### config.mk
export PLATFORM = sky130hd
export DESIGN_NAME = orion_tx_arbiter
export DESIGN_NICKNAME = d
export VERILOG_FILES = /design/src/rtl/orion_arb_pkg.sv /design/src/rtl/orion_sync_bit.sv /design/src/rtl/orion_tx_arbiter.sv
export SDC_FILE = /design/constraint.sdc
export NUM_CORES = 1
export LEC_CHECK = 0
export BUFFER_PORTS_ARGS = -buffer_cell sky130_fd_sc_hd__buf_4
export CAP_MARGIN = 20
export CORE_UTILIZATION = 47
export DETAILED_ROUTE_END_ITERATION = 10
export PLACE_DENSITY = 0.84
export SYNTH_ARGS = -nofsm -noshare
export SYNTH_HDL_FRONTEND = slang
export SYNTH_SLANG_ARGS = --single-unit
export TNS_END_PERCENT = 10
### constraint.sdc
create_clock -name clock -period 3.35 [get_ports clock]
set_input_delay 0 -clock clock [delete_from_list [all_inputs] [get_ports clock]]
set_output_delay 0 -clock clock [all_outputs]
set_load 0.02 [all_outputs]
### src/rtl/orion_arb_pkg.sv
// Shared types for the orion transmit arbiter: FSM state encoding and the
// ack watchdog counter width.
package orion_arb_pkg;

  typedef enum logic [1:0] {
    IDLE  = 2'd0,
    SETUP = 2'd1,
    WAIT  = 2'd2
  } orion_arb_state_e;

  localparam int ORION_ARB_TO_W = 16;

endpackage

### src/rtl/orion_sync_bit.sv
// Single-bit flop-chain synchronizer; STAGES flops, synchronous reset to 0.
module orion_sync_bit #(
  parameter int STAGES = 2
) (
  input  logic clk_i,
  input  logic rst_i,
  input  logic d_i,
  output logic q_o
);

  logic [STAGES-1:0] sync_q;

  always_ff @(posedge clk_i) begin
    if (rst_i) begin
      sync_q <= '0;
    end else begin
      sync_q <= {sync_q[STAGES-2:0], d_i};
    end
  end

  assign q_o = sync_q[STAGES-1];

endmodule

### src/rtl/orion_tx_arbiter.sv
// Round-robin arbiter driving one 2-phase bundled-data channel from NUM_REQ
// clocked requesters. Optional ack watchdog: ORION_TX_ARB_TIMEOUT_EN.
module orion_tx_arbiter
  import orion_arb_pkg::*;
#(
  parameter int NUM_REQ        = 4,
  parameter int WIDTH          = 8,
  parameter int SYNC_STAGES    = 2,
  parameter int TIMEOUT_CYCLES = 255
) (
  input  logic                       clock,
  input  logic                       reset,
  input  logic [NUM_REQ-1:0]         req_valid,
  output logic [NUM_REQ-1:0]         req_ready,
  input  logic [NUM_REQ*WIDTH-1:0]   req_data,
  output logic                       out_req,
  input  logic                       out_ack,
  output logic [WIDTH-1:0]           out_data,
  output logic [$clog2(NUM_REQ)-1:0] grant_id,
  output logic                       busy,
  output logic                       timeout_err,
  output orion_arb_state_e           dbg_state_o
);

  localparam int IDW = $clog2(NUM_REQ);

  // Handshake: a word transfers on a clock edge where req_valid[i] and
  // req_ready[i] are both high; req_ready is only ever asserted in IDLE.
  orion_arb_state_e state_q, state_d;
  logic             out_req_q, out_req_d;
  logic [WIDTH-1:0] data_q, data_d;
  logic [IDW-1:0]   grant_q, grant_d;
  logic [IDW-1:0]   last_q, last_d;
  logic [IDW-1:0]   winner;
  logic [WIDTH-1:0] winner_data;
  logic             ack_s;

  function automatic logic [IDW-1:0] rr_pick(input logic [NUM_REQ-1:0] valid,
                                             input logic [IDW-1:0]     last);
    logic [IDW-1:0] pick;
    logic [IDW-1:0] idx;
    logic           found;
    pick  = last;
    found = 1'b0;
    for (int k = 1; k <= NUM_REQ; k++) begin
      idx = IDW'((int'(last) + k) % NUM_REQ);
      if (!found && valid[idx]) begin
        pick  = idx;
        found = 1'b1;
      end
    end
    return pick;
  endfunction

  orion_sync_bit #(
    .STAGES(SYNC_STAGES)
  ) u_ack_sync (
    .clk_i(clock),
    .rst_i(reset),
    .d_i  (out_ack),
    .q_o  (ack_s)
  );

  assign winner = rr_pick(req_valid, last_q);

  always_comb begin
    winner_data = '0;
    for (int i = 0; i < NUM_REQ; i++) begin
      if (winner == IDW'(i)) begin
        winner_data = req_data[i*WIDTH +: WIDTH];
      end
    end
  end

  always_comb begin
    state_d   = state_q;
    out_req_d = out_req_q;
    data_d    = data_q;
    grant_d   = grant_q;
    last_d    = last_q;
    req_ready = '0;
    case (state_q)
      IDLE: begin
        if (|req_valid) begin
          req_ready[winner] = 1'b1;
          data_d            = winner_data;
          grant_d           = winner;
          last_d            = winner;
          state_d           = SETUP;
        end
      end
      SETUP: begin
        out_req_d = ~out_req_q;
        state_d   = WAIT;
      end
      WAIT: begin
        // Early acks seen in IDLE/SETUP are resolved here by phase compare.
        if (ack_s == out_req_q) begin
          state_d = IDLE;
        end
      end
      default: state_d = IDLE;
    endcase
  end

  always_ff @(posedge clock) begin
    if (reset) begin
      state_q   <= IDLE;
      out_req_q <= 1'b0;
      data_q    <= '0;
      grant_q   <= '0;
      last_q    <= IDW'(NUM_REQ - 1);
    end else begin
      state_q   <= state_d;
      out_req_q <= out_req_d;
      data_q    <= data_d;
      grant_q   <= grant_d;
      last_q    <= last_d;
    end
  end

`ifdef ORION_TX_ARB_TIMEOUT_EN
  localparam logic [ORION_ARB_TO_W-1:0] TO_LIMIT = ORION_ARB_TO_W'(TIMEOUT_CYCLES);

  logic [ORION_ARB_TO_W-1:0] to_cnt_q, to_cnt_d;
  logic                      to_err_q, to_err_d;

  // Counter saturates at the limit; the FSM keeps waiting for a late ack.
  always_comb begin
    to_cnt_d = to_cnt_q;
    to_err_d = to_err_q;
    if (state_q == SETUP) begin
      to_cnt_d = '0;
    end else if (state_q == WAIT && to_cnt_q != TO_LIMIT) begin
      to_cnt_d = to_cnt_q + 1'b1;
      if (to_cnt_d == TO_LIMIT) begin
        to_err_d = 1'b1;
      end
    end
  end

  always_ff @(posedge clock) begin
    if (reset) begin
      to_cnt_q <= '0;
      to_err_q <= 1'b0;
    end else begin
      to_cnt_q <= to_cnt_d;
      to_err_q <= to_err_d;
    end
  end

  assign timeout_err = to_err_q;
`else
  logic unused_timeout_cfg;
  assign unused_timeout_cfg = (TIMEOUT_CYCLES != 0);
  assign timeout_err        = 1'b0;
`endif

  assign out_req     = out_req_q;
  assign out_data    = data_q;
  assign grant_id    = grant_q;
  assign busy        = (state_q != IDLE);
  assign dbg_state_o = state_q;

endmodule

Word level (Yosys, flattened, before mapping)
Cells that the tools add are included.
Operators by class
  add/subtract/negate cells: 4
  $lt $le $gt $ge: 6
  equal/unequal tests: 8
  mux-type cells: 26
  bitwise operators: 1
  reductions and logical operators: 13
Operator list (number)
  $mux 8: 4
  $lt 2x3->1 const B: 5
  $mux 2: 6
  $bmux 1 s2: 4
  $mux 1: 8
  $mux 4: 2
  $eq 2x2->1 const B: 3
  $pmux 2 s3: 1
  $add 2x1->2 const B: 2
  $add 2x2->2 const B: 2
  $eq 2x1->1 const B: 2
  $logic_and 1x1->1: 4
  $logic_not 2->1: 2
  $ne 2x2->1 const B: 2
  $reduce_and 2->1: 2
  $reduce_or 4->1: 1
  $logic_not 1->1: 3
  $demux 1 s2: 1
  $ge 2x1->1 const B: 1
  $reduce_bool 2->1: 1
  $eq 1x1->1: 1
  $not 1->1: 1
Storage, ports and cells
  register bits: 17
  output and inout port bits: 19
  word-level logic and storage cells: 64

Logic depth before layout (Yosys ltp)
Gate-level depths: netlist (run 1).
  depth in word-level cells: 19
  depth in mapped cells: 6
  gate-level depth less buffers: 5

Modules after synthesis
From an unflattened synthesis (run 1), not the netlist that was laid out.
Unflattened totals
  cell total of the unflattened synthesis: 105
  area, all modules: 999.7 sq um
By module, submodules not included
  orion_tx_arbiter: times used 1, cells an instance 101, area an instance 947.2 sq um
  orion_sync_bit: times used 1, cells an instance 4, area an instance 52.6 sq um

Worst setup path before layout (run 1)
OpenSTA, ideal clock, no wires.
  path kind: register to register
  start point: reg state_q[0], in the netlist dbg_state_o[0]
  end point: reg data_q[1], in the netlist out_data[1]
  library setup time: 86 ps
  arrival: 1514 ps
  data required time: 3264 ps
  slack: 1751 ps
  stages on the path, launching flop included: 6
  path through: dfxtp_1 or2_1 a21oi_2 clkbuf_1 nor2_1 a211oi_1
Between the ends
  cells in the longest elaborated chain, start to end: 2
RTL lines
  start: declaration: RTL line orion_tx_arbiter.sv:29  | orion_arb_state_e state_q, state_d;
  start signal: assignment: RTL line orion_tx_arbiter.sv:114  | state_q <= state_d;
  $logic_not 2->1: RTL line orion_tx_arbiter.sv:82  | case (state_q)
  $reduce_and 2->1 (no line)
  end signal: assignment: RTL line orion_tx_arbiter.sv:116  | data_q <= data_d;
  end: declaration: RTL line orion_tx_arbiter.sv:31  | logic [WIDTH-1:0] data_q, data_d;
Every way passes these cells.
A chain may end at the register's enable or synchronous reset.

Final worst setup path (run 1)
  start point: reg last_q[0]
  end point: out req_ready[0]
Between the ends
  cells in the longest elaborated chain, start to end: 19
RTL lines
  start: declaration: RTL line orion_tx_arbiter.sv:33  | logic [IDW-1:0] last_q, last_d;
  start signal: assignment: RTL line orion_tx_arbiter.sv:112  | last_q <= IDW'(NUM_REQ - 1);
  start signal: assignment: RTL line orion_tx_arbiter.sv:118  | last_q <= last_d;
  $add 2x1->2: RTL line orion_tx_arbiter.sv:46  | idx = IDW'((int'(last) + k) % NUM_REQ);
  $bmux 1 s2: RTL line orion_tx_arbiter.sv:47  | if (!found && valid[idx]) begin
  $mux 1 (not written as such): RTL line orion_tx_arbiter.sv:47
  $mux 1: RTL line orion_tx_arbiter.sv:47
  $logic_not 1->1: RTL line orion_tx_arbiter.sv:47
  $logic_and 1x1->1: RTL line orion_tx_arbiter.sv:47
  $mux 1: RTL line orion_tx_arbiter.sv:47
  $logic_not 1->1: RTL line orion_tx_arbiter.sv:47
  [... 3 more ...]
  $logic_and 1x1->1: RTL line orion_tx_arbiter.sv:47
  $mux 2 (*): RTL line orion_tx_arbiter.sv:47
  $lt 2x3->1 (not written as such) or $ge 2x1->1 (tied branches): RTL line orion_tx_arbiter.sv:85  | req_ready[winner] = 1'b1;
  $logic_and 1x1->1 (not written as such): RTL line orion_tx_arbiter.sv:85
  $mux 1 (not written as such): RTL line orion_tx_arbiter.sv:85
  $demux 1 s2 (*): RTL line orion_tx_arbiter.sv:85
  $mux 4 (*): RTL line orion_tx_arbiter.sv:84  | if (|req_valid) begin
  $mux 4 (*): RTL line orion_tx_arbiter.sv:82
  end: declaration: RTL line orion_tx_arbiter.sv:14  | output logic [NUM_REQ-1:0] req_ready,
Every way passes the cells marked *; elsewhere a longest branch is shown, timed or not. The select of a mux whose other input is x is not followed.

==> summary.md, run 1 <==
| Metric | Value |
|---|---|
| Result of the run | finished clean |
| Initial core utilization | 0.521 |
| CTS clock-pin slew for the worst setup and hold paths | 100 ps |
| Number of port buffers | 56 |
| Routed Wire Length | 2720 µm |
| Worst Reg-to-Reg Cells | 5 |
| Final hold violation count | 0 |
| FILL cells | 171 |
| First DRT Iteration DRCs | 18 |
| Die X-Extent | 49.8 µm |
| Worst IR drop on VDD | 0.000235 V |
| Hold path startpoint | reset |
| Placed standard-cell area | 1470 µm² |
| Global placer's final weighted congestion | 0.876 |
| Hold endpoint | out_req |
| Crit-path max FO | 14 |
| Leakage dissipation | 0.698 nW |
| Die boundary height | 49.8 µm |
| Number of buffers created by CTS | 3 |
| All-Layer GR Usage | 0.236 |
| Average footprint of a synthesized cell | 8.66 µm² |
| Count of cell types in the netlist | 40 |
| CTS sink count | 17 |
| Sum Neg Setup Slack | 0 ps |
| Share of post-route cells with drive strength above 1 | 0.411 |
| Die area | 2480 µm² |
| Warning count from the yosys run | 0 |
| Count of antenna-violating nets left after detailed routing | 0 |
| Async set-or-reset flop fraction in the synthesized netlist | 0 |
| Slew Limit Headroom | 0.520 |
| TritonRoute pass-1 iters | 4 |
| Setup repair after global routing missed its margin | false |
| Register-to-register setup slack | 1410 ps |
| Insertion delay of the later-clocked pin in the worst-skew pair | 290 ps |
| Global route total overflow | 0 |
| Commonest register cell after synthesis | dfxtp_1 |
| Number of register bits inferred by synthesis | 17 |
| Netlist area before placement | 1070 µm² |
| Largest area contributor in the netlist | dfxtp_1 |
| Area grow syn2layout | 40.3% |
| Final net count | 215 |
| Number of global-route vias before repair | 1,090 |
| Required time of the worst setup path | 3350 ps |
| Max Transition Viols Final | 0 |
| Pwr Total | 0.000688 W |
| I/O pin total | 58 |
| Number of enable-type register cells in the synthesized netlist | 0 |
| Final Skew | 3.25 ps |
| Placeable core area | 2060 µm² |
| Cell at the root of the clock tree | clkbuf_4 |
| Ratio of total power to cell area | 457 nW/µm² |
| Count leader, synth | dfxtp_1 |
| Total via count after detailed routing | 1,145 |
| HP Class | input port to flop |
| Final antenna diode count | 0 |
| CP endpoint kind | primary output |
| Reg-to-reg endpoint | out_data[0] |
| First-pass GRT wire length | 4490 µm |
| Number of core rows | 16 |
| Top achievable clock speed | 479 MHz |
| Most instantiated cells after synthesis | 17 x dfxtp_1, 15 x nor2_1, 10 x a21boi_0, 8 x and3_1 |
| Startpoint-to-endpoint class of the critical path | flop to primary output |
| Shortest clock period the worst path allows after layout | 2090 ps |
| Sequential fraction of the synthesis area | 0.317 |
| Buffers inserted during post-CTS setup optimization | 0 |
| Number of remaining DRC errors | 0 |
| Final standard cell area without fillers | 1510 µm² |
| Post-route clock period utilization | 0.623 |
| Setup-failing EPs final | 0 |
| Setup crit start | last_q[0] |
| Crit path DAT | 2090 ps |
| Worst-Margin Slew | 721 ps |
| Reg2Reg Launch Point | last_q[0] |
| Max-capacitance violation count | 0 |
| Post-synthesis net count | 163 |
| Buffer levels on the longest clock path | 2 |
| DPL Wire Length | 2130 µm |
| Cells after Synth | 124 |
| Main area contributors after synthesis | dfxtp_1 32%, a21boi_0 7.0%, o21ai_2 5.7% |
| Largest net degree at the start of global routing | 19 |
| H-Tree Level Count | 1 |
| Post-DR vias/cell | 5.67 |
| DR WL/cell | 13.5 µm |
| Post-synth top area share | 0.317 |
| CP startpoint kind | flop |
| Worst Hold Path Cells | 2 |
| CTS tree | yes |
| Antenna violations before repair | 0 |
-- sequential cells by signal (all words and copies together), names as in the netlist --
| signal | count |
|---|---|
| u_ack_sync.sync_q | 2 |
| grant_id | 2 |
| out_data | 8 |
| dbg_state_o | 2 |
| last_q | 2 |
| out_req | 1 |
-- repair_timing --
action                                 CTS  global route
resized for setup                        0             0
hold buffers                             1             0
endpoints found under the hold margin    1             0
-- kinds of logic (layout without fill, tap and decap cells) --
| group | count (synthesis) | count (layout) | synth area share |
|---|---|---|---|
| AOI/OAI and AO/OA | 47 | 47 | 0.352 |
| xor gates and xnor gates | 1 | 1 | 0.00816 |
| and+or+nand+nor | 45 | 45 | 0.244 |
| muxes | 2 | 2 | 0.0186 |
| buffers and inverters | 11 | 62 | 0.0571 |
| other | 1 | 1 | 0.00349 |
| DFF | 17 | 17 | 0.317 |
-- where the power goes --
part / switching, W / internal (W) / total, W / leakage, nW
registers: 0.0000248 / 0.000232 / 0.000257 / 0.141
clock network: 0.0000635 / 0.0000463 / 0.000110 / 0.0150
logic: 0.000172 / 0.000150 / 0.000321 / 0.542
total: 0.000260 / 0.000428 / 0.000688 / 0.698
-- per-layer routing --
metal	vias up	global-route usage	wire (µm)
li1	560	-	-
met1	510	0.279	1160
met2	73	0.423	1360
met3	2	0.0278	183
met4	0	0.100	27
met5	-	0	0
-- how the worst max path moves through the flow --
| stage | cells after the start | to | slack [ps] |
|---|---|---|---|
| 2_1_floorplan | 5 | out_data[1] | 1750 |
| 3_3_place_gp | 4 | out_data[6] | 1550 |
| 3_5_place_dp | 5 | out_data[6] | 1440 |
| 4_1_cts | 5 | req_ready[0] | 1260 |
| 5_1_grt | 5 | req_ready[0] | 1140 |
| 6_report | 5 | req_ready[0] | 1260 |
-- area by class of cell --
cell class                 instances  area, µm²  share of cell area
inverter                           1       3.75             0.00249
timing repair buffer              57        430               0.286
clock buffer                       4       26.3              0.0174
sequential                        17        340               0.226
tap                               27       33.8              0.0224
multi-input combinational         96        672               0.446
-- cells in the final DEF (no fill, tap or decap), drive strengths merged, types with 4 or more instances in the layout --
cell    Yosys  routed
o21ai       8       8
clkbuf      6       4
a21boi     10      10
and3        8       8
a21oi       5       5
nor2       15      15
a221oi      6       6
buf         4      56
a211oi      8       8
dfxtp      17      17
-- metrics by stage --
step	util	cells	hold slack (ps)	setup slack (ps)
after floorplan	-	124	128	1750
after global placement	0.713	197	218	1550
after detailed placement	0.713	197	246	1440
after CTS	0.731	202	7.51	1260
after global routing	0.731	202	6.86	1140
final	0.731	202	6.33	1260
-- critical path, stage by stage (launching register included) --
cell and delay, ps:
dfxtp_1 440, nand2b_1 180, a21oi_1 120, a211oi_4 640, and3_1 280, buf_4 140
(Power assumes the default switching activity.)
==> run 2: changes to the inputs <==
ABC_AREA = 1   (was default)
CORE_UTILIZATION = 42   (was 47)
PLACE_DENSITY = 0.76   (was 0.84)
clock period = 1.8 ns   (was 3.35 ns; I/O delays follow)
==> summary.md, run 2 <==
| Metric | Value |
|---|---|
| Family with the most delay on the worst path | simple AND/OR/NAND/NOR gates (was compound AO/OA/AOI/OAI gates) |
| CP Cell Sequence | buf_6 > nand2_2 > nand2_1 > nand2_2 > nand2_4 > nor2_4 > nand3_4 > nand2_8 > nand2_4 > nor2_4 > buf_6 > buf_6 (was nand2b_1 > a21oi_1 > a211oi_4 > and3_1 > buf_4) |
| Number of port buffers | 56 (unchanged) |
| Largest net degree at the start of global routing | 17 (was 19) |
| Setup-failing EPs final | 5 (was 0) |
| Net switching power | 0.00219 W (was 0.000260 W) |
| Number of buffers created by CTS | 3 (unchanged) |
| Number of core rows | 19 (was 16) |
| Crit-path max FO | 6 (was 14) |
| Average footprint of a synthesized cell | 5.95 µm² (was 8.66 µm²) |
| Count leader, synth | nand2_1 (was dfxtp_1) |
| Final Skew | 5.69 ps (was 3.25 ps) |
| Number of remaining DRC errors | 0 (unchanged) |
| Routed Wire Length | 4100 µm (was 2720 µm) |
| Buffer levels on the longest clock path | 2 (unchanged) |
| Sum of buffers and inverters on the critical path | 3 (was 1) |
| DPL Wire Length | 2500 µm (was 2130 µm) |
| H-Tree Level Count | 1 (unchanged) |
| I/O pin total | 58 (unchanged) |
| Sum Neg Setup Slack | -399 ps (was 0 ps) |
| Switching part of the total power | 0.507 (was 0.378) |
| DR WL/cell | 13.1 µm (was 13.5 µm) |
| Required time of the worst setup path | 1800 ps (was 3350 ps) |
| Netlist area before placement | 1230 µm² (was 1070 µm²) |
| First-pass GRT wire length | 6310 µm (was 4490 µm) |
| Insertion delay of the later-clocked pin in the worst-skew pair | 310 ps (was 290 ps) |
| TritonRoute pass-1 iters | 4 (unchanged) |
| Post-synth top area share | 0.276 (was 0.317) |
| Max stage delay cell, worst path | dfxtp_4 (was a211oi_4) |
| Async set-or-reset flop fraction in the synthesized netlist | 0 (unchanged) |
| CTS clock-pin slew for the worst setup and hold paths | 110 ps (was 100 ps) |
| HP Class | input port to flop (unchanged) |
| Post-route clock period utilization | 1.06 |
| CTS sink count | 17 (unchanged) |
| Shortest clock period the worst path allows after layout | 1910 ps |
| Total via count after detailed routing | 1,627 (was 1,145) |
| Warning count from the yosys run | 0 (unchanged) |
| Area grow syn2layout | 75.5% (was 40.3%) |
| Final cell count without fillers | 313 (was 202) |
| Setup repair after global routing missed its margin | true (was false) |
| Largest register FFs | 8 (unchanged) |
| Crit path DAT | 1910 ps (was 2090 ps) |
| Number of enable-type register cells in the synthesized netlist | 0 (unchanged) |
| Worst IR drop on VDD | 0.00138 V (was 0.000235 V) |
| Number of instances in the placed design | 296 (was 197) |
| Final antenna diode count | 0 (unchanged) |
| Most instantiated cells after synthesis | 68 x nand2_1, 27 x inv_1, 21 x nand3_1, 17 x dfxtp_1, 14 x nor2_1 (was 17 x dfxtp_1, 15 x nor2_1, 10 x a21boi_0, 8 x and3_1) |
| Initial core utilization | 0.447 (was 0.521) |
| Sequential cell fraction of total power | 0.143 (was 0.374) |
| Placeable core area | 2760 µm² (was 2060 µm²) |
| Global route total overflow | 0 (unchanged) |
| CP endpoint kind | primary output (unchanged) |
| First DRT Iteration DRCs | 75 (was 18) |
| Number of global-route vias before repair | 1,463 (was 1,090) |
| Count of antenna-violating nets left after detailed routing | 0 (unchanged) |
| Final net count | 322 (was 215) |
| Post-route worst hold slack | 9.77 ps (was 6.33 ps) |
| Top achievable clock speed | 524 MHz |
| Sequential fraction of the synthesis area | 0.276 (was 0.317) |
| Post-synthesis net count | 246 (was 163) |
| Part of the total power dissipated in combinational logic | 0.806 (was 0.467) |
| Die X-Extent | 56.2 µm (was 49.8 µm) |
| Commonest register cell after synthesis | dfxtp_1 (unchanged) |
| Antenna violations before repair | 0 (unchanged) |
| Post-DR vias/cell | 5.20 (was 5.67) |
| Max Transition Viols Final | 0 (unchanged) |
| Die boundary height | 56.2 µm (was 49.8 µm) |
| Number of register bits inferred by synthesis | 17 (unchanged) |
| Global placer's final weighted congestion | 0.842 (was 0.876) |
| CP startpoint kind | flop (unchanged) |
| Count of cell types in the netlist | 29 (was 40) |
| Internal portion of total power | 0.00214 W (was 0.000428 W) |
| Clock Power Share | 0.051 (was 0.160) |
| FILL cells | 211 (was 171) |
| Share of post-route cells with drive strength above 1 | 0.472 (was 0.411) |
| Ratio of total power to cell area | 2000 nW/µm² (was 457 nW/µm²) |
| Final hold violation count | 0 (unchanged) |
| Post-route worst setup slack | -108 ps (was 1260 ps) |
| Cells after Synth | 207 (was 124) |
| Die area | 3160 µm² (was 2480 µm²) |
| CTS tree | yes (unchanged) |
| Result of the run | finished with violations (was finished clean) |
| Top library cells by usage in the layout, fill and taps aside | 65 x buf_4, 52 x nand2_1, 26 x inv_1 (was 56 x buf_4, 17 x dfxtp_1, 15 x nor2_1) |
| Largest area contributor in the netlist | dfxtp_1 (unchanged) |
| Violations in the final reports | setup timing |
| Cell at the root of the clock tree | clkbuf_4 (unchanged) |
| Delay of the slowest cell on the worst path | 400 ps (was 640 ps) |
| All-Layer GR Usage | 0.256 (was 0.236) |
| Main area contributors after synthesis | dfxtp_1 28%, nand2_1 21%, nand3_1 8.5% (was dfxtp_1 32%, a21boi_0 7.0%, o21ai_2 5.7%) |
| Startpoint-to-endpoint class of the critical path | flop to primary output (unchanged) |
| Leakage dissipation | 1.14 nW (was 0.698 nW) |
| Max-capacitance violation count | 0 (unchanged) |
| Commonest non-fill, non-tap cell in the layout | buf_4 (unchanged) |
| Cell with the most instances on the worst path | buf_6 |
run 2: cell types whose count changed in the layout (fill, tap and decap cells not counted), sizes merged, moves of 7 or more:
cell,change
nand2,+76
inv,+30
nand3,+22
buf,+21
a21boi,-10
a211oi,-8
and3,-8
a21oi,+7
run 2: cells by family (layout without fill, tap and decap cells):
logic type / count (synthesis) / after routing / share of synthesized area
other: 1 / 1 / 0.00304
and+or+nand+nor: 125 / 125 / 0.452
DFF: 17 / 17 / 0.276
buffers and inverters: 40 / 115 / 0.155
AOI/OAI and AO/OA: 23 / 23 / 0.107
xor gates and xnor gates: 1 / 1 / 0.00711
run 2: stage by stage:
stage / util / worst slack (ps) / total power (W) / instance area, µm²
after floorplan: - / 26.0 / 0.00226 / 1230
after detailed placement: 0.626 / -145 / 0.00303 / 1730
after global placement: 0.626 / -106 / 0.00301 / 1730
final: 0.784 / -108 / 0.00433 / 2160
after global routing: 0.784 / -183 / 0.00462 / 2160
after CTS: 0.710 / -88.9 / 0.00382 / 1960
run 2: final timing paths:
kind | startpoint | end | slack, ps | cells past startpoint
worst min-delay path | req_data[30] | out_data[6] | 10 | 5
worst min register to register | u_ack_sync.sync_q[0] | u_ack_sync.sync_q[1] | 440 | 2
worst max register to register | last_q[0] | out_data[0] | -20 | 14
worst max-delay path | last_q[0] | req_ready[3] | -110 | 12
run 2: worst register-to-register path: stages, from the launching register on:
cell	delay, ps
dfxtp_4	400
buf_6	140
nand2_2	60
nand2_1	60
nand2_2	80
nand2_4	60
nor2_4	160
nand3_4	120
nand2_8	120
buf_6	120
buf_12	100
nand4_1	90
nand2_1	80
inv_1	60
a21oi_2	120
run 2: per-layer routing:
metal	track usage	routed length [µm]	up-vias
li1	-	-	800
met1	0.280	1550	743
met2	0.474	2200	77
met3	0.0535	262	7
met4	0.101	82	0
met5	0	0	-
run 2: what timing repair did:
item,in CTS,in global routing
endpoints found under the setup margin,14,12
hold endpoints to repair,9,0
buffers inserted,6,4
resized for setup,31,45
pin swaps,14,25
hold buffers,3,0
run 2: final cells by class:
cell class	count	area, µm²	area share
clock buffers	3	22.5	0.0104
multi-input cells	150	933	0.431
repair buffers	80	679	0.314
inverters	31	136	0.0630
clock inverters	1	5.00	0.00231
well taps	31	38.8	0.0179
flip-flops and latches	17	348	0.161
run 2: power groups by stage:
stage	registers, W	logic, W	clock network [W]
2_1_floorplan	0.000698	0.00157	0
4_1_cts	0.000593	0.00301	0.000218
5_1_grt	0.000635	0.00374	0.000238
3_3_place_gp	0.000594	0.00241	0
6_report	0.000620	0.00349	0.000219
3_5_place_dp	0.000592	0.00244	0
